File: config.mk
export PLATFORM = sky130hd
export DESIGN_NAME = shift_seq
export DESIGN_NICKNAME = d
export VERILOG_FILES = /design/src/rtl/shift_seq.sv
export SDC_FILE = /design/constraint.sdc
export NUM_CORES = 1
export LEC_CHECK = 0
export ABC_AREA = 1
export CORE_MARGIN = 1
export CORE_UTILIZATION = 50
export DETAILED_ROUTE_END_ITERATION = 7
export GPL_TIMING_DRIVEN = 0
export HOLD_SLACK_MARGIN = 0.06
export PLACE_DENSITY = 0.93
export SETUP_SLACK_MARGIN = 0.5
export SYNTH_ARGS = -nofsm -noshare
export SYNTH_HDL_FRONTEND = slang
export SYNTH_SLANG_ARGS = --single-unit
File: constraint.sdc
create_clock -name clk -period 2.1 [get_ports clk]
set_input_delay 0.63 -clock clk [delete_from_list [all_inputs] [get_ports clk]]
set_output_delay 0.63 -clock clk [all_outputs]
set_load 0.01 [all_outputs]
File: src/rtl/shift_seq.sv
// shift_seq: iterative barrel-shift replacement that moves the operand one bit
// position per clock. A three-state FSM (IDLE -> SHIFT -> DONE -> IDLE) steps
// the result register and a down-counter, so an N-bit shift takes N SHIFT cycles.
//
// Ports
//   clk            single clock, rising edge
//   rst_n          synchronous active-low reset
//   start          request, sampled only while ready=1
//   input_shift    operand, captured on an accepted start
//   shift_amount   bit count 0..31, captured on an accepted start
//   shift_type     operation: 0=LSL 1=LSR 2=ASR 3=ROR, captured on an accepted start
//   ready          high in IDLE only
//   busy           high in SHIFT only
//   done           one-cycle pulse, high in DONE only
//   output_shift   result register; holds until the next accepted start or reset
//   carry_out      last bit shifted out; 0 when the amount is 0
//   state_dbg      current FSM state encoding (0=IDLE 1=SHIFT 2=DONE)
//
// Handshake: a request is transferred on a rising edge where start=1 and
// ready=1. start is ignored while ready=0 (busy or done); the requester keeps
// or re-asserts start until it sees ready=1 at the edge. Completion is signalled
// by the single-cycle done pulse, and output_shift/carry_out are valid from
// that cycle until the next accepted request.
module shift_seq #(
  parameter int WIDTH = 32
) (
  input  logic             clk,
  input  logic             rst_n,
  input  logic             start,
  input  logic [WIDTH-1:0] input_shift,
  input  logic [4:0]       shift_amount,
  input  logic [1:0]       shift_type,
  output logic             ready,
  output logic             busy,
  output logic             done,
  output logic [WIDTH-1:0] output_shift,
  output logic             carry_out,
  output logic [1:0]       state_dbg
);

  typedef enum logic [1:0] {
    S_IDLE  = 2'd0,
    S_SHIFT = 2'd1,
    S_DONE  = 2'd2
  } state_t;

  localparam logic [1:0] OP_LSL = 2'd0;
  localparam logic [1:0] OP_LSR = 2'd1;
  localparam logic [1:0] OP_ASR = 2'd2;

  state_t           state, state_nxt;
  logic [4:0]       count, count_nxt;
  logic [1:0]       op_q, op_nxt;
  logic [WIDTH-1:0] shift_nxt;
  logic             carry_nxt;

  // All state lives here; the next values come from the combinational block.
  always_ff @(posedge clk) begin
    if (!rst_n) begin
      state        <= S_IDLE;
      count        <= 5'd0;
      op_q         <= 2'd0;
      output_shift <= '0;
      carry_out    <= 1'b0;
    end else begin
      state        <= state_nxt;
      count        <= count_nxt;
      op_q         <= op_nxt;
      output_shift <= shift_nxt;
      carry_out    <= carry_nxt;
    end
  end

  always_comb begin
    state_nxt = state;
    count_nxt = count;
    op_nxt    = op_q;
    shift_nxt = output_shift;
    carry_nxt = carry_out;
    ready     = 1'b0;
    busy      = 1'b0;
    done      = 1'b0;

    case (state)
      S_IDLE: begin
        ready = 1'b1;
        if (start) begin
          shift_nxt = input_shift;
          count_nxt = shift_amount;
          op_nxt    = shift_type;
          carry_nxt = 1'b0;
          // A zero-length shift has nothing to iterate, so skip SHIFT.
          state_nxt = (shift_amount == 5'd0) ? S_DONE : S_SHIFT;
        end
      end

      S_SHIFT: begin
        busy      = 1'b1;
        count_nxt = count - 5'd1;
        case (op_q)
          OP_LSL: begin
            shift_nxt = {output_shift[WIDTH-2:0], 1'b0};
            carry_nxt = output_shift[WIDTH-1];
          end
          OP_LSR: begin
            shift_nxt = {1'b0, output_shift[WIDTH-1:1]};
            carry_nxt = output_shift[0];
          end
          OP_ASR: begin
            shift_nxt = {output_shift[WIDTH-1], output_shift[WIDTH-1:1]};
            carry_nxt = output_shift[0];
          end
          default: begin
            shift_nxt = {output_shift[0], output_shift[WIDTH-1:1]};
            carry_nxt = output_shift[0];
          end
        endcase
        // The step that takes the counter from 1 to 0 is the last one.
        if (count == 5'd1) state_nxt = S_DONE;
      end

      S_DONE: begin
        done      = 1'b1;
        state_nxt = S_IDLE;
      end

      default: begin
        state_nxt = S_IDLE;
      end
    endcase
  end

  assign state_dbg = state;

endmodule

Word level (Yosys, flattened, before mapping)
Index checks and enable logic that the tools add are counted.

Div/mod/pow operators: 0. Reductions and logical operators: 8. Bitwise logic cells: 0. $mul: 0. Equal/unequal tests: 8. $lt $le $gt $ge: 0. Shifts and indexed selects: 0. Multiplexer cells: 15. $add $sub $neg: 1.

Operators with widths (count): one-hot mux 32 bit (3 select lines) (1); one-hot mux 32 bit (2 select lines) (1); 2-to-1 mux 32 bit (1); one-hot mux 5 bit (2 select lines) (1); 2-to-1 mux 2 bit (3); inequality test 2 bit (second input constant) (3); AND reduction 2 bit (3); equality test 5 x 1 -> 1 bit (second input constant) (1); zero test 5 bit (1); 2-to-1 mux 1 bit (5); 2-to-1 mux 5 bit (1); subtractor 5 x 1 -> 5 bit (second input constant) (1); equality test 2 x 1 -> 1 bit (second input constant) (2); equality test 2 bit (second input constant) (2); zero test 2 bit (2); one-hot mux 2 bit (2 select lines) (1); AND reduction 3 bit (1); one-hot mux 1 bit (2 select lines) (1); nonzero test 2 bit (1).

Output and inout port bits: 38. Latch bits: 0. Logic and storage cells: 38. RAM bits: 0. Input bits: 42. Memories kept: 0. Memory bits (read-only): 0. Bits in registers: 42.

Depth between registers and ports, before layout
Depth after elaboration: 4. Gate-level depth with buffers: 8. Gate-level depth less buffers: 7.

Worst setup path before layout
OpenSTA, ideal clock, no wires.

Path type: reg2out. From: register state[1], in the netlist state_dbg[1]. To: output busy. Path slack: 0.666 ns. Path buffers: 1. Data required time: 1.470 ns. Cell stages (with the launch flop): 5. Arrival: 0.804 ns. Cell sequence: dfxtp_1 inv_2 nand2_4 clkinv_2 buf_4.

Cells in the longest elaborated chain, start to end: 2.

Ends and longest elaborated chain: start, declared (RTL line 51) `state_t state, state_nxt;`; start signal, assigned (RTL line 66) `state <= state_nxt;`; equality test 2 x 1 -> 1 bit (RTL line 84) `case (state)`; 2-to-1 mux 1 bit (RTL line 84); end, declared (RTL line 34) `output logic busy,`.

Every way passes these cells.

Worst setup path after layout
Ends and elaborated chain as after synthesis.

==> impl_metrics.json <==
{
  "status": "finished clean",
  "crit_arrival_ns": 1.09,
  "vias_per_cell": 5.44,
  "dp_worst_setup_slack_ns": 0.118,
  "wl_per_cell_microns": 14.3,
  "synth_cell_types": 26,
  "grt_pass1_vias": 2467,
  "grt_pass1_wl_microns": 11200,
  "numCtsBuffers": 5,
  "grt-ovfl-total": 0,
  "core_sq_um": 4790,
  "max_freq_ghz": 0.581,
  "htreeDepth": 2,
  "area_delta_synth_final_pct": 40.6,
  "drv_cap": 0,
  "dp_hpwl_microns": 4910,
  "start_kind": "register",
  "drtIter0Drc": 129,
  "power.static_leakage_nw": 1.49,
  "cts.clk_slew.worst_paths_ns": 0.08,
  "rsz0062_at_grt": "yes",
  "setup_viol": 0,
  "netlist_area_sq_um": 2520,
  "antenna_found_initial": 0,
  "peakVddDrop_v": 0.000449,
  "tightest_slew_ns": 0.381,
  "grt_max_degree": 13,
  "wl_microns": 7030,
  "layout-drive-gt1-share": 0.269,
  "num_vias": 2671,
  "fin_setup_tns_ns": 0,
  "cts_hold_buf": 0,
  "dr.pass1.iters": 4,
  "die_x_microns": 73.0,
  "dieArea_sq_um": 5320,
  "p_per_area_nw_per_um2": 712,
  "synthCells": 335,
  "post-route-period-util": 0.819,
  "endpoint_kind": "output port",
  "ant_nets": 0,
  "stdcell_area_sq_um": 3540,
  "gr-usage-all-layers": 0.270,
  "ys_seq_area_frac": 0.334,
  "min_period_ns": 1.72,
  "antennaDiodeCount": 0,
  "critPathRequiredTime_ns": 1.47,
  "drc": 0,
  "cts_root_buf": "clkbuf_8",
  "max-clock-path-buffers": 2,
  "syn_area_per_cell_sq_um": 7.51,
  "std_cell_rows": 25,
  "setup_ws_ns": 0.379,
  "dpl-instance-area_sq_um": 3380,
  "synth_nets": 379,
  "final_nets": 467,
  "die_h_microns": 73.0,
  "fill_cells": 370,
  "cts_tree": "done",
  "initial_utilization": 0.526,
  "hold_viol": 0,
  "io_pins": 80,
  "cts_sinks": 42,
  "ys_seq_elements": 42,
  "drv_slew": 0,
  "path_class": "register to output port",
  "crit_path_max_fanout": 8,
  "finClkSkew_ns": 0.00326,
  "gp_congestion": 0.844,
  "holdCritPathClass": "register to register",
  "slew_headroom": 0.746,
  "yosys_warnings": 0,
  "insertion_delay_ns": 0.30,
  "port_buffers": 78
}
==> placed cells by master, fill, tap and decap left out, drive strengths merged <==
master          n
clkdlybuf4s50  39
clkdlybuf4s15  16
ha              2
dfxtp          42
inv            39
a31oi           1
dlymetal6s2s    1
nand3           9
clkbuf         16
nand2          61
clkinv          2
o21ai          74
dlygate4sd2    16
buf            24
xor2            1
nand3b          1
a21oi          40
nor3            1
nor2           13
o211ai         26
==> cell usage after synthesis <==
cell type | number | share of area
o21ai_0 | 65 | 0.13
nand2_1 | 58 | 0.086
dfxtp_1 | 42 | 0.33
inv_1 | 37 | 0.055
a21oi_1 | 20 | 0.040
a21oi_2 | 20 | 0.070
o211ai_2 | 20 | 0.099
nor2_1 | 12 | 0.018
nand3_1 | 9 | 0.018
o21ai_1 | 9 | 0.018
buf_2 | 8 | 0.016
clkbuf_1 | 6 | 0.0089
o211ai_1 | 6 | 0.018
buf_4 | 4 | 0.012
buf_12 | 3 | 0.024
nand2_4 | 3 | 0.013
buf_6 | 2 | 0.0089
ha_1 | 2 | 0.0099
inv_2 | 2 | 0.0030
a31oi_1 | 1 | 0.0025
buf_1 | 1 | 0.0015
clkinv_2 | 1 | 0.0020
nand3b_1 | 1 | 0.0030
nor2_4 | 1 | 0.0045
nor3_1 | 1 | 0.0020
xor2_1 | 1 | 0.0035
==> sequential cells by signal, indices dropped and copies added, names as in the netlist <==
| register | cells |
|---|---|
| op_q | 2 |
| output_shift | 32 |
| carry_out | 1 |
| count | 5 |
| state_dbg | 2 |
==> report_power, final <==
group,switching [mW],total (mW),internal [mW]
combinational,0.519,0.938,0.420
sequential,0.118,1.03,0.911
clock,0.287,0.553,0.266
==> worst max-delay path, cell delays in order (launching register included) <==
cell      delay, ns
dfxtp_4        0.37
inv_4          0.04
nand2_4        0.07
clkinv_4       0.06
buf_8          0.13
buf_6          0.11
==> kinds of logic after synthesis <==
group	Yosys count	share of synthesized area
buffers and inverters	64	0.131
AO/OA/AOI/OAI	141	0.376
AND/OR/NAND/NOR	85	0.145
XOR/XNOR	1	0.00348
adder cells (fa/ha/maj)	2	0.00994
flip-flops	42	0.334
==> stage by stage <==
| stage | std cells | total power [mW] | hold WS (ns) | utilization |
|---|---|---|---|---|
| 2_1_floorplan | 335 | 1.59 | 0.457 | - |
| 3_3_place_gp | 480 | 1.94 | 0.466 | 0.707 |
| 3_5_place_dp | 480 | 1.97 | 0.468 | 0.707 |
| 4_1_cts | 489 | 2.49 | 0.478 | 0.730 |
| 5_1_grt | 491 | 2.66 | 0.498 | 0.740 |
| 6_report | 491 | 2.52 | 0.482 | 0.740 |
==> layout make-up <==
| cell class | instances | area (sq um) | share of cell area |
|---|---|---|---|
| Timing Repair Buffer | 81 | 762 | 0.215 |
| Tap cell | 67 | 83.8 | 0.0237 |
| Multi-Input combinational cell | 229 | 1360 | 0.385 |
| Clock inverter | 1 | 5.00 | 0.00141 |
| Clock buffer | 7 | 86.3 | 0.0244 |
| Sequential cell | 42 | 882 | 0.249 |
| Buffer | 24 | 201 | 0.0569 |
| Inverter | 40 | 158 | 0.0445 |
==> path summary, 6_finish.rpt <==
| check | startpoint | endpoint | slack, ns | cells after the start |
|---|---|---|---|---|
| worst min register to register | carry_out | carry_out | 0.48 | 2 |
| worst min-delay path | carry_out | carry_out | 0.48 | 2 |
| worst max register to register | state_dbg[1] | output_shift[2] | 0.73 | 6 |
| worst max-delay path | state_dbg[1] | busy | 0.38 | 5 |
==> timing repair <==
action,in CTS,in global routing
setup buffers,1,2
pin swaps,1,1
cloned,0,0
resized for setup,92,30
setup endpoints to repair,67,48
==> metal layers <==
metal | routed length, microns | vias to the layer above | track usage
met3 | 456 | 9 | 0.0428
met4 | 81 | 0 | 0.113
li1 | - | 1310 | -
met2 | 3470 | 110 | 0.468
met1 | 3020 | 1242 | 0.331
met5 | 0 | - | 0
Note: power is estimated with default switching activity, not from simulation.
